`config.mk`:
```
export PLATFORM = sky130hd
export DESIGN_NAME = slice_scan_scheduler
export DESIGN_NICKNAME = d
export VERILOG_FILES = /design/src/rtl/slice_scan_scheduler.sv
export SDC_FILE = /design/constraint.sdc
export NUM_CORES = 1
export LEC_CHECK = 0
export ABC_CLOCK_PERIOD_IN_PS = 5000
export CAP_MARGIN = 5
export CELL_PAD_IN_SITES_DETAIL_PLACEMENT = 0
export CELL_PAD_IN_SITES_GLOBAL_PLACEMENT = 1
export CORE_MARGIN = 2
export CORE_UTILIZATION = 30
export CTS_BUF_LIST = sky130_fd_sc_hd__clkbuf_4 sky130_fd_sc_hd__clkbuf_8
export DETAILED_ROUTE_END_ITERATION = 6
export HOLD_SLACK_MARGIN = 0.02
export PLACE_DENSITY = 0.65
export SLEW_MARGIN = 0
export SYNTH_ARGS = -nofsm -noshare
export SYNTH_HDL_FRONTEND = slang
export SYNTH_SLANG_ARGS = --single-unit
export TNS_END_PERCENT = 50
```
`constraint.sdc`:
```
create_clock -name clk -period 5 [get_ports clk]
set_input_delay 0.75 -clock clk [delete_from_list [all_inputs] [get_ports clk]]
set_output_delay 0.75 -clock clk [all_outputs]
set_load 0.02 [all_outputs]
```
`src/rtl/slice_scan_scheduler.sv`:
```
// slice_scan_scheduler: sequences settle, trigger, capture and step for each slice of one scan
module slice_scan_scheduler #(
  parameter int NUM_SLICES    = 16,
  parameter int SETTLE_CYCLES = 25000,
  parameter int MEAS_TIMEOUT  = 1900000
) (
  input  logic        clk,
  input  logic        rst,
  input  logic        start_i,
  input  logic        pause_i,
  output logic        meas_trig_o,
  input  logic        meas_done_i,
  input  logic [31:0] distance_i,
  output logic        step_req_o,
  input  logic        step_ack_i,
  output logic [1:0]  state_o,
  output logic [4:0]  slice_num_o,
  output logic        finish_o,
  output logic        sample_valid_o,
  output logic [4:0]  sample_slice_o,
  output logic [15:0] sample_dist_o,
  output logic        timeout_o
);
  localparam int SW = $clog2(SETTLE_CYCLES + 1);
  localparam int TW = $clog2(MEAS_TIMEOUT + 1);
  typedef enum logic [2:0] {IDLE, SETTLE, TRIG, WAIT_MEAS, STEP, PAUSED, DONE} state_t;
  state_t state_q, state_d;
  logic [SW-1:0] settle_q, settle_d;
  logic [TW-1:0] tmo_q, tmo_d;
  logic [4:0] slice_q, slice_d, sslice_q, sslice_d;
  logic [15:0] dist_q, dist_d;
  logic pend_q, pend_d, timeout_q, timeout_d, valid_q, valid_d;
  logic active, capture;
  logic unused_dist;
  assign unused_dist = ^distance_i[31:16];
  always_comb begin
    active = state_q == SETTLE || state_q == TRIG || state_q == WAIT_MEAS || state_q == STEP;
    capture = state_q == WAIT_MEAS && (meas_done_i || tmo_q == TW'(MEAS_TIMEOUT - 1));
    state_d = state_q;
    settle_d = settle_q;
    tmo_d = tmo_q;
    slice_d = slice_q;
    sslice_d = sslice_q;
    dist_d = dist_q;
    pend_d = pend_q ^ (active && pause_i);
    timeout_d = timeout_q;
    valid_d = capture;
    case (state_q)
      IDLE, DONE: if (start_i) begin
        state_d = SETTLE;
        settle_d = SW'(SETTLE_CYCLES - 1);
        slice_d = '0;
        timeout_d = 1'b0;
        pend_d = 1'b0;
      end
      SETTLE: if (settle_q == '0) begin
        state_d = pend_d ? PAUSED : TRIG;
        pend_d = 1'b0;
      end else settle_d = settle_q - 1'b1;
      TRIG: begin
        state_d = WAIT_MEAS;
        tmo_d = '0;
      end
      WAIT_MEAS: if (capture) begin
        slice_d = slice_q + 5'd1;
        sslice_d = slice_q;
        dist_d = meas_done_i ? distance_i[15:0] : 16'hFFFF;
        timeout_d = timeout_q | ~meas_done_i;
        state_d = (slice_q + 5'd1 == 5'(NUM_SLICES)) ? DONE : STEP;
      end else tmo_d = tmo_q + 1'b1;
      STEP: if (step_ack_i) begin
        state_d = SETTLE;
        settle_d = SW'(SETTLE_CYCLES - 1);
      end
      PAUSED: if (pause_i) begin
        state_d = SETTLE;
        settle_d = SW'(SETTLE_CYCLES - 1);
      end
      default: state_d = IDLE;
    endcase
  end
  always_ff @(posedge clk) begin
    if (rst) begin
      state_q <= IDLE;
      settle_q <= '0;
      tmo_q <= '0;
      slice_q <= '0;
      sslice_q <= '0;
      dist_q <= '0;
      pend_q <= 1'b0;
      timeout_q <= 1'b0;
      valid_q <= 1'b0;
    end else begin
      state_q <= state_d;
      settle_q <= settle_d;
      tmo_q <= tmo_d;
      slice_q <= slice_d;
      sslice_q <= sslice_d;
      dist_q <= dist_d;
      pend_q <= pend_d;
      timeout_q <= timeout_d;
      valid_q <= valid_d;
    end
  end
  assign meas_trig_o = state_q == TRIG;
  assign step_req_o = state_q == STEP;
  assign finish_o = state_q == DONE;
  assign state_o = state_q == IDLE ? 2'd0 : state_q == PAUSED ? 2'd2 : state_q == DONE ? 2'd3 : 2'd1;
  assign slice_num_o = slice_q;
  assign sample_valid_o = valid_q;
  assign sample_slice_o = sslice_q;
  assign sample_dist_o = dist_q;
  assign timeout_o = timeout_q;
endmodule

```
# Yosys cells after proc, flatten, opt, wreduce, memory -nomap -nowiden
# Index checks and enable logic that the tools add are counted.
[word_totals] elab_cells=75 register_bits=68 output_inout_bits=33 in_bits=38
[classes] n_eq_ne=15 n_reduce_logical=17 n_mux=28 addsub=3 n_bitwise=3
[op_table] op="$mux 15" count=4
[op_table] op="$pmux 15 s4" count=1
[op_table] op="$pmux 21 s2" count=1
[op_table] op="$add 21x1->21 const B" count=1
[op_table] op="$eq 21x21->1 const B" count=1
[op_table] op="$mux 21" count=1
[op_table] op="$mux 3" count=6
[op_table] op="$pmux 3 s6" count=1
[op_table] op="$mux 16" count=1
[op_table] op="$logic_not 15->1" count=1
[op_table] op="$sub 15x1->15 const B" count=1
[op_table] op="$mux 5" count=2
[op_table] op="$ne 2x2->1 const B" count=5
[op_table] op="$pmux 5 s2" count=1
[op_table] op="$reduce_and 5->1" count=2
[op_table] op="$eq 3x3->1 const B" count=3
[op_table] op="$mux 2" count=4
[op_table] op="$eq 3x2->1 const B" count=2
[op_table] op="$add 5x1->5 const B" count=1
[op_table] op="$eq 5x5->1 const B" count=1
[op_table] op="$logic_or 1x1->1" count=4
[op_table] op="$mux 1" count=4
[op_table] op="$ne 2x1->1 const B" count=2
[op_table] op="$pmux 1 s2" count=2
[op_table] op="11 further kinds" count=14

# Logic depth before layout (Yosys ltp)
# Gate-level depths: netlist (run 1).
[depth] word_depth=9 mapped_depth=8 depth_no_buf=8

# Worst setup path before layout (run 1)
# No wires, ideal clock.
[synth_timing] path_kind="reg2reg" from="register settle_q[6]" to="register settle_q[8]" setup_slack_ps=2798 period_less_slack_ps=2202 required_ps=4863 t_arrival_ps=2065 path_stages_with_launch=7 path_buffers=0 setup_time_ps=137 cell_sequence="dfxtp_1 or4_4 or4_4 nor4_1 nor4_1 xnor2_1 a21oi_1"
[synth_between] elab_chain_cells=3 word_cells_on_any_way=6 cone_classes="add/sub: 1; eq/ne: 1; mux: 2; reduce/logical: 2"
[synth_lines] item="from (decl)" line_no="28" text="logic [SW-1:0] settle_q, settle_d;"
[synth_lines] item="from (signal assigned)" line_no="95" text="settle_q <= settle_d;"
[synth_lines] item="$sub 15x1->15 / $logic_not 15->1 (equally long branches)" line_no="59, 56"
[synth_lines] item="$mux 15 / $ne 2x2->1 (equally long branches)"
[synth_lines] item="$pmux 15 s4 / $reduce_and 5->1 (equally long branches)"
# Several ways; a longest one is shown, not always the timed one. The select of a mux whose other input is x is not followed.
# A chain may end at the register's enable or synchronous reset.

# Worst setup path after layout (run 1)
[layout_timing] from="register state_q[2]" to="output port meas_trig_o"
[layout_between] elab_chain_cells=1
[layout_lines] item="from (decl)" line_no="27" text="state_t state_q, state_d;"
[layout_lines] item="from (signal assigned)" line_no="94" text="state_q <= state_d;"
[layout_lines] item="$eq 3x2->1" line_no="105" text="assign meas_trig_o = state_q == TRIG;"
[layout_lines] item="to (decl)" line_no="11" text="output logic meas_trig_o,"
# No other way between the ends.

==> qor.csv, run 1 <==
stage;metric;value;unit
global_routing;gr usage total;0.145;
layout;area of the multi-input gates;0.00176;mm^2
layout;n_diodes;0;
power_and_ir_drop;maximum vdd drop;0.144;mV
die;Top Ports;71;
synthesis;top cell type's share of synthesized area;0.424;
clock_tree;CTS root buffer;clkbuf_8;
detailed_routing;top sig layer;met4;
sta;Slew Limit Fails;0;
critical_path;startpoint types;flop;
power_and_ir_drop;Switching Share;0.303;
sta;slew margin rel.;0.433;
detailed_routing;Via density;5.12;
power_and_ir_drop;Net Sw Power;0.000398;W
worst_hold_path;hold crit path type;reg2reg;
power_and_ir_drop;clock power share;0.369;
power_and_ir_drop;Pint;0.000915;W
detailed_routing;met2 routed WL;3770;um
sta;setup violators final;0;
synthesis;flops & latches, synth;68;
layout;Final Non-Filler Cells;561;
outcome;status;finished, final reports clean;
die;core area;0.0104;mm^2
sta;RSZ-0062 raised after global routing;false;
placement;Final GP Congestion;0.798;
critical_path;CP Capture Type;output port;
sta;post-layout worst setup margin;1.61;ns
critical_path;crit path max fanout;23;
sta;Final min period;3.39;ns
synthesis;Cells after Synth;368;
power_and_ir_drop;Pleak;1.38;nW
placement;post-DP HPWL;5550;um
synthesis;Yosys warnings;0;
synthesis;cell with the most instances after synthesis;dfxtp_1;
clock_tree;Reg clk slew, reported paths;0.08;ns
clock_tree;# clock sinks;68;
clock_tree;clock latency on the worst-skew pair;0.35;ns
worst_hold_path;worst hold stages;2;
critical_path;reg2reg path depth;6;
die;Die Span Y;107;um
die;Initial Utilization;0.309;
critical_path;Data required, critical path;4.25;ns
detailed_routing;Post-DRT Antenna Nets;0;
detailed_routing;Met3 Routed Length;277;um
synthesis;Post-synth EDFFs;0;
synthesis;Syn Area/Cell;8.72;um^2
die;Site Rows;37;
clock_tree;CTS H-Tree Depth;3;
synthesis;synth cell count leaders;dfxtp_1, nor2_1, nand2_1;
global_routing;antenna violations before repair;0;
sta;clock skew;0.0127;ns
detailed_routing;routed length per placed instance;14.4;um
synthesis;ys async rst share;0;
sta;total negative slack;0;ns
synthesis;Synth cell types;53;
sta;Final Cycle Share;0.678;
global_routing;grt ovf;0;
sta;Final Hold Viols;0;
power_and_ir_drop;Logic pwr share;0.174;
synthesis;Post-Syn Area;0.00321;mm^2
sta;Slew @ Worst Pin;0.851;ns
layout;Final #Nets;462;
detailed_routing;DRC viols;0;
critical_path;WP data arrival;2.64;ns
synthesis;largest cells by area after synthesis;dfxtp_1, nor2_1, o221a_2;
job;maxcap violations;0;
placement;IO Port Bufs;54;
placement;Post-Place Worst Slack;1.94;ns
power_and_ir_drop;Cell Pwr Density;321;mW/mm^2
synthesis;register area share after synthesis;0.424;
global_routing;largest net degree at the start of global routing;24;
clock_tree;Clock Tree Buf Depth;2;
clock_tree;CTS tree;yes;
layout;layout cell share with drive strength beyond 1;0.118;
clock_tree;TritonCTS Buffers;9;
synthesis;Most used DFF post-synth;dfxtp_1;
detailed_routing;M1 wire length;3950;um
placement;Inst Count DP;545;
detailed_routing;Iteration-0 DRC Markers;101;
layout;Area growth syn-to-layout;27.4;%
global_routing;vias in the first global route;2783;
die;chip width;107;um
global_routing;first-pass GRT wire length;13500;um
power_and_ir_drop;Flop pwr share;0.456;
critical_path;critical path class;reg2out;
sta;Max Fclk;0.295;GHz
clock_tree;post-CTS setup buffer count;0;
synthesis;Synth Net Count;410;
synthesis;dominant cell type by area after synthesis;dfxtp_1;
die;die area;0.0115;mm^2
detailed_routing;DR vias;2875;
layout;Fillers;1050;
layout;FF/Latch Area;0.00136;mm^2
detailed_routing;total iterations of the first detailed-routing run;5;
clock_tree;Hold Buf Count CTS;0;
clock_tree;post-CTS sizing;0;
detailed_routing;drt total wl;8080;um
## path summary, 6_finish.rpt
path / from / end / slack [ns]
worst min register to register: sample_slice_o[1]$_SDFFE_PP0P_ / sample_slice_o[1]$_SDFFE_PP0P_ / 0.48
worst min-delay path: sample_slice_o[1]$_SDFFE_PP0P_ / sample_slice_o[1]$_SDFFE_PP0P_ / 0.48
worst max-delay path: state_q[2]$_SDFFE_PP0P_ / meas_trig_o / 1.61
worst max register to register: tmo_q[5]$_SDFFE_PP0P_ / sample_dist_o[1]$_SDFFE_PP0P_ / 2.20
## per-layer routing
layer  vias up  GRT usage
met4         0     0.0394
met1      1372      0.193
li1       1443          -
met3         6     0.0375
met5         -          0
met2        54      0.235
## power groups by stage
stage                     Clock, W  Sequential [W]  Combinational (W)
after global routing      0.000528        0.000605           0.000253
after floorplan                  0        0.000600           0.000169
after detailed placement         0        0.000612           0.000228
after CTS                 0.000504        0.000599           0.000230
after global placement           0        0.000611           0.000227
final                     0.000485        0.000599           0.000229
## cells in the final DEF (no fill, tap or decap), types with 3 or more instances in the layout
master	instances
a211oi_1	6
a21oi_1	26
a31oi_1	4
buf_4	4
clkbuf_8	9
clkdlybuf4s50_1	54
dfxtp_1	68
ha_1	4
inv_1	4
inv_6	3
nand2_1	27
nand2b_1	6
nand3_1	13
nand3b_1	3
nand4_1	4
nor2_1	48
nor2b_1	4
nor3_1	15
nor4_1	4
o2111ai_1	5
o21ai_0	20
o221a_2	16
o31ai_1	3
or3_1	3
or3_2	3
or4_1	3
xnor2_1	20
xor2_1	11
## final cells by class
type | instances | share of cell area
clock buffer | 9 | 0.0303
timing repair buffer | 58 | 0.140
tap | 136 | 0.0416
multi-input combinational | 278 | 0.431
inverter | 5 | 0.00459
clock inverter | 7 | 0.0202
sequential | 68 | 0.333
## state kept, by name, summed over array words and instances (netlist names)
register / flops
sample_dist_o: 16
slice_num_o: 5
state_q: 3
timeout_o: 1
sample_slice_o: 5
settle_q: 15
sample_valid_o: 1
tmo_q: 21
pend_q: 1
## cells by family (layout without fill, tap and decap cells)
| family | Yosys count | count (layout) | synth area share |
|---|---|---|---|
| buf+inv | 22 | 79 | 0.0273 |
| flops | 68 | 68 | 0.424 |
| compound gates | 92 | 92 | 0.204 |
| xor+xnor | 31 | 31 | 0.0846 |
| fa+ha+maj | 4 | 4 | 0.0156 |
| simple gates | 149 | 149 | 0.238 |
| mux | 2 | 2 | 0.00702 |
## critical path: stages (launching register included)
cell	delay, ns
dfxtp_1	0.77
nand2b_1	0.50
clkinv_1	0.38
clkdlybuf4s50_1	0.64
## per-stage QoR
stage	hold WS (ns)	power [W]	util	instance area (um^2)
after detailed placement	0.471	0.000840	0.374	3880
after global placement	0.464	0.000839	0.374	3880
after global routing	0.504	0.00139	0.394	4090
final	0.483	0.00131	0.394	4090
after CTS	0.483	0.00133	0.394	4090
after floorplan	0.456	0.000769	-	3210
No activity file was read; power rests on OpenSTA's default activity.
==> inputs of run 2 (changes only) <==
--- a/config.mk
+++ b/config.mk
@@ -5,7 +5,7 @@
 export SDC_FILE = /design/constraint.sdc
 export NUM_CORES = 1
 export LEC_CHECK = 0
-export ABC_CLOCK_PERIOD_IN_PS = 5000
+export ABC_CLOCK_PERIOD_IN_PS = 3500
 export CAP_MARGIN = 5
 export CELL_PAD_IN_SITES_DETAIL_PLACEMENT = 0
 export CELL_PAD_IN_SITES_GLOBAL_PLACEMENT = 1
==> constraint.sdc (replaced) <==
create_clock -name clk -period 3.5 [get_ports clk]
set_input_delay 0.525 -clock clk [delete_from_list [all_inputs] [get_ports clk]]
set_output_delay 0.525 -clock clk [all_outputs]
set_load 0.02 [all_outputs]
==> run 2 against run 1 <==
  * Clock skew decreased by 0.0022 ns
  * Power increased by 45%
  * Count of clock-buffer cells in the layout unchanged
  * Hold slack got worse by 0.0058 ns
  * Sequential share of layout area decreased by 0.37 points
  * Register-to-register slack got worse by 1.3 ns
  * Clock power increased by 49%
  * Non-clock buffer count increased by 4
  * Sequential power increased by 42%
  * Worst setup slack got worse by 0.84 ns
  * Highest routed layer unchanged
  * First-iteration DRC count increased by 46%
  * Via count increased by 1.2%
==> qor.csv, run 2 (synthesized netlist as in run 1, its figures left out) <==
stage;metric;value;unit
global_routing;grt ovf;0;
sta;clock skew;0.0105;ns
layout;n_diodes;0;
sta;Final min period;2.73;ns
die;chip width;107;um
critical_path;Max stage delay on crit path;0.60;ns
critical_path;Critical Path, Cell by Cell;nor2b_1, nand2b_1, buf_4, clkinv_1, clkdlybuf4s50_1;
clock_tree;clock latency on the worst-skew pair;0.35;ns
layout;FF/Latch Area;0.00136;mm^2
global_routing;vias in the first global route;2733;
outcome;status;finished, final reports clean;
die;die area;0.0115;mm^2
global_routing;gr usage total;0.147;
critical_path;CP bufs+invs;3;
clock_tree;CTS root buffer;clkbuf_8;
placement;IO Port Bufs;54;
layout;Area growth syn-to-layout;28.8;%
detailed_routing;Met3 Routed Length;306;um
layout;leading cell type in the layout, fill and taps excluded;dfxtp_1;
layout;commonest cells after routing, fill and taps aside;dfxtp_1, clkdlybuf4s50_1, nor2_1;
sta;total negative slack;0;ns
layout;Most flops, register;tmo_q;
layout;layout cell share with drive strength beyond 1;0.126;
detailed_routing;M1 wire length;3990;um
clock_tree;post-CTS sizing;0;
global_routing;first-pass GRT wire length;13600;um
detailed_routing;Post-DRT Antenna Nets;0;
detailed_routing;Iteration-0 DRC Markers;147;
placement;post-DP HPWL;5600;um
detailed_routing;routed length per placed instance;14.3;um
clock_tree;TritonCTS Buffers;9;
placement;Post-Place Worst Slack;0.883;ns
clock_tree;# clock sinks;68;
layout;max reg flops;21;
clock_tree;CTS tree;yes;
sta;Slew @ Worst Pin;0.795;ns
sta;Final Cycle Share;0.781;
sta;Slew Limit Fails;0;
clock_tree;Hold Buf Count CTS;0;
critical_path;critical path class;reg2out;
die;core area;0.0104;mm^2
sta;Max Fclk;0.366;GHz
detailed_routing;DR vias;2909;
clock_tree;CTS H-Tree Depth;3;
power_and_ir_drop;maximum vdd drop;0.248;mV
global_routing;largest net degree at the start of global routing;24;
die;Initial Utilization;0.309;
sta;Final Hold Viols;0;
job;maxcap violations;0;
clock_tree;Reg clk slew, reported paths;0.08;ns
critical_path;startpoint types;flop;
die;Top Ports;71;
critical_path;WP data arrival;2.21;ns
worst_hold_path;hold crit path type;reg2reg;
placement;Final GP Congestion;0.779;
detailed_routing;DRC viols;0;
detailed_routing;drt total wl;8100;um
sta;slew margin rel.;0.470;
critical_path;Crit path max-delay family;buffers and inverters;
global_routing;antenna violations before repair;0;
clock_tree;post-CTS setup buffer count;0;
detailed_routing;met2 routed WL;3720;um
layout;Fillers;1079;
power_and_ir_drop;Pleak;1.42;nW
sta;setup violators final;0;
die;Site Rows;37;
detailed_routing;total iterations of the first detailed-routing run;4;
layout;Final #Nets;466;
sta;RSZ-0062 raised after global routing;false;
critical_path;CP Capture Type;output port;
layout;area of the multi-input gates;0.00176;mm^2
clock_tree;Clock Tree Buf Depth;2;
critical_path;Data required, critical path;2.97;ns
die;Die Span Y;107;um
critical_path;crit path max fanout;14;
sta;post-layout worst setup margin;0.768;ns
detailed_routing;Via density;5.15;
critical_path;worst-path cell with the longest stage delay;clkdlybuf4s50_1;
detailed_routing;top sig layer;met4;
critical_path;worst reg-to-reg setup slack;0.88;ns
power_and_ir_drop;Cell Pwr Density;462;mW/mm^2
run 2: cell types whose count changed in the layout (fill, tap and decap cells not counted):
cell | previous run | this run
clkinv_4 | 0 | 2
inv_8 | 1 | 0
clkinvlp_4 | 2 | 1
buf_4 | 4 | 8
bufinv_16 | 1 | 2
clkinv_2 | 0 | 1
inv_6 | 3 | 1
run 2: per-layer routing:
layer	track usage	vias up
met5	0	-
met4	0.0495	0
met3	0.0327	8
met2	0.234	62
met1	0.196	1386
li1	-	1453
run 2: cell type report:
type	instances	area share
Timing Repair Buffer	62	0.145
Sequential cell	68	0.329
Inverter	5	0.00454
Tap cell	136	0.0412
Clock inverter	7	0.0239
Multi-Input combinational cell	278	0.426
Clock buffer	9	0.0300
run 2: through the flow:
stage | instance area (um^2) | hold slack (ns) | power (W) | cells | util
5_1_grt | 4130 | 0.507 | 0.00201 | 565 | 0.399
2_1_floorplan | 3210 | 0.456 | 0.00110 | 368 | -
3_5_place_dp | 3910 | 0.459 | 0.00120 | 549 | 0.377
3_3_place_gp | 3910 | 0.460 | 0.00120 | 549 | 0.377
6_report | 4130 | 0.477 | 0.00191 | 565 | 0.399
4_1_cts | 4130 | 0.479 | 0.00194 | 565 | 0.399
run 2: final timing paths:
path	start	to	depth (start not counted)
setup / recovery	state_q[1]$_SDFFE_PP0P_	meas_trig_o	5
hold / removal	sample_slice_o[0]$_SDFFE_PP0P_	sample_slice_o[0]$_SDFFE_PP0P_	2
setup reg to reg	state_q[0]$_SDFFE_PP0P_	tmo_q[20]$_SDFFE_PP0P_	5
hold reg to reg	sample_slice_o[0]$_SDFFE_PP0P_	sample_slice_o[0]$_SDFFE_PP0P_	2
run 2: power breakdown:
part | total, W | internal, W | switching (W)
logic | 0.000336 | 0.000158 | 0.000178
clock network | 0.000722 | 0.000404 | 0.000318
registers | 0.000850 | 0.000809 | 0.0000408
total | 0.00191 | 0.00137 | 0.000536
run 2: worst register-to-register path, cell delays in order, from the launching register on:
cell	delay (ns)
dfxtp_1	0.64
nand3b_1	0.46
a211o_1	0.57
a211oi_1	0.50
a31oi_1	0.14
a41o_1	0.21
==> inputs of run 3 (changes only) <==
--- a/config.mk
+++ b/config.mk
@@ -5,7 +5,7 @@
 export SDC_FILE = /design/constraint.sdc
 export NUM_CORES = 1
 export LEC_CHECK = 0
-export ABC_CLOCK_PERIOD_IN_PS = 3500
+export ABC_CLOCK_PERIOD_IN_PS = 2600
 export CAP_MARGIN = 5
 export CELL_PAD_IN_SITES_DETAIL_PLACEMENT = 0
 export CELL_PAD_IN_SITES_GLOBAL_PLACEMENT = 1
==> constraint.sdc (replaced) <==
create_clock -name clk -period 2.6 [get_ports clk]
set_input_delay 0.39 -clock clk [delete_from_list [all_inputs] [get_ports clk]]
set_output_delay 0.39 -clock clk [all_outputs]
set_load 0.02 [all_outputs]
==> run 3 against run 2 <==
  * Largest cell class unchanged
  * Non-clock buffer count rose by 13
  * Clock skew is 0.0028 ns lower
  * Hold slack improved by 0.0037 ns
  * Largest power group unchanged
  * Combinational power grew 39%
  * Wire length increased by 0.48%
  * First-iteration DRC count down 16%
  * Sequential share of layout area shrank 0.62 points
==> qor.csv, run 3 (synthesized netlist as in run 1, its figures left out) <==
stage;metric;value;unit
sta;slew margin rel.;0.623;
layout;Final #Nets;479;
power_and_ir_drop;Cell Pwr Density;593;mW/mm^2
clock_tree;post-CTS sizing;0;
die;die area;0.0115;mm^2
layout;commonest cells after routing, fill and taps aside;dfxtp_1, clkdlybuf4s50_1, nor2_1;
detailed_routing;Iteration-0 DRC Markers;124;
job;maxcap violations;0;
power_and_ir_drop;Net Sw Power;0.000734;W
global_routing;antenna violations before repair;0;
sta;Final Hold Viols;0;
die;Site Rows;37;
global_routing;gr usage total;0.146;
placement;Final GP Congestion;0.831;
clock_tree;post-CTS setup buffer count;0;
outcome;status;finished, final reports clean;
critical_path;crit path max fanout;10;
worst_hold_path;hold crit path type;reg2reg;
die;Die Span Y;107;um
layout;n_diodes;0;
clock_tree;# clock sinks;68;
sta;Final Cycle Share;0.944;
clock_tree;CTS H-Tree Depth;3;
critical_path;Critical Path, Cell by Cell;buf_4, nor2b_1, nand2b_1, clkinv_1, clkdlybuf4s50_1;
sta;clock skew;0.00772;ns
die;Initial Utilization;0.309;
sta;total negative slack;0;ns
layout;Final Non-Filler Cells;578;
layout;leading cell type in the layout, fill and taps excluded;dfxtp_1;
layout;max reg flops;21;
detailed_routing;DR vias;2928;
power_and_ir_drop;clock power share;0.355;
detailed_routing;Via density;5.07;
clock_tree;clock latency on the worst-skew pair;0.35;ns
power_and_ir_drop;maximum vdd drop;0.361;mV
critical_path;Data required, critical path;2.21;ns
critical_path;worst-path cell with the longest stage delay;clkdlybuf4s50_1;
placement;Inst Count DP;562;
detailed_routing;DRC viols;0;
global_routing;vias in the first global route;2707;
placement;placed cell areas;0.00401;mm^2
power_and_ir_drop;Logic pwr share;0.187;
layout;Fillers;1082;
sta;RSZ-0062 raised after global routing;false;
clock_tree;TritonCTS Buffers;9;
clock_tree;Reg clk slew, reported paths;0.08;ns
sta;setup violators final;0;
power_and_ir_drop;Switching Share;0.294;
critical_path;startpoint types;flop;
sta;Final min period;2.45;ns
power_and_ir_drop;Flop pwr share;0.458;
die;Top Ports;71;
clock_tree;Hold Buf Count CTS;0;
global_routing;largest net degree at the start of global routing;23;
detailed_routing;Post-DRT Antenna Nets;0;
sta;Max Fclk;0.408;GHz
layout;Most flops, register;tmo_q;
die;core area;0.0104;mm^2
die;chip width;107;um
detailed_routing;drt total wl;8140;um
detailed_routing;routed length per placed instance;14.1;um
placement;post-DP HPWL;5790;um
clock_tree;CTS root buffer;clkbuf_8;
critical_path;CP bufs+invs;3;
clock_tree;CTS tree;yes;
clock_tree;Clock Tree Buf Depth;2;
layout;fin area;0.00422;mm^2
layout;area of the multi-input gates;0.00177;mm^2
detailed_routing;total iterations of the first detailed-routing run;4;
layout;layout cell share with drive strength beyond 1;0.158;
critical_path;Max stage delay on crit path;0.60;ns
critical_path;critical path class;reg2out;
global_routing;first-pass GRT wire length;13400;um
critical_path;CP Capture Type;output port;
layout;FF/Latch Area;0.00136;mm^2
critical_path;WP data arrival;2.06;ns
layout;Area growth syn-to-layout;31.4;%
power_and_ir_drop;Pleak;1.46;nW
sta;Slew Limit Fails;0;
sta;Slew @ Worst Pin;0.562;ns
global_routing;grt ovf;0;
sta;worst hold slack;0.481;ns
placement;IO Port Bufs;54;
power_and_ir_drop;Pint;0.00177;W
critical_path;Crit path max-delay family;buffers and inverters;
==> run 3: path summary, 6_finish.rpt <==
path                                  start                              to  slack [ns]  cells past startpoint
max reg2reg           tmo_q[0]$_SDFFE_PP0P_          tmo_q[20]$_SDFFE_PP0P_        0.19                      7
min          sample_slice_o[2]$_SDFFE_PP0P_  sample_slice_o[2]$_SDFFE_PP0P_        0.48                      2
min reg2reg  sample_slice_o[2]$_SDFFE_PP0P_  sample_slice_o[2]$_SDFFE_PP0P_        0.48                      2
max                 state_q[0]$_SDFFE_PP0P_                     meas_trig_o        0.15                      5
==> run 3: per-stage QoR <==
stage               power (W)   util  worst slack [ns]
floorplan             0.00148      -             0.398
global placement      0.00164  0.387             0.201
detailed placement    0.00164  0.387             0.191
CTS                   0.00254  0.406            0.0875
global route          0.00264  0.407            0.0352
finish                0.00250  0.407             0.147
==> run 3: tightest hold or removal path, stage by stage (launching register included) <==
cell     delay, ns
dfxtp_1       0.31
o21ai_0       0.06
a21oi_1       0.06
==> run 3: final cells by class <==
cell class	instances	area share
clock buffer	9	0.0294
tap	136	0.0403
timing repair buffer	75	0.166
inverter	5	0.00445
multi-input combinational	278	0.419
clock inverter	7	0.0178
sequential	68	0.323
==> run 3: per-layer routing <==
| layer | GRT usage | up-vias | part of all wire |
|---|---|---|---|
| met5 | 0 | - | 0 |
| met4 | 0.0403 | 0 | 0.0061 |
| met3 | 0.0448 | 4 | 0.030 |
| met2 | 0.226 | 43 | 0.46 |
| met1 | 0.197 | 1403 | 0.50 |
| li1 | - | 1478 | - |
==> run 3: power groups by stage <==
stage          combinational [W]  clock (W)  sequential, W
2_1_floorplan           0.000325          0        0.00115
3_3_place_gp            0.000469          0        0.00117
3_5_place_dp            0.000472          0        0.00117
4_1_cts                 0.000475   0.000919        0.00115
5_1_grt                 0.000521   0.000965        0.00116
6_report                0.000468   0.000887        0.00115
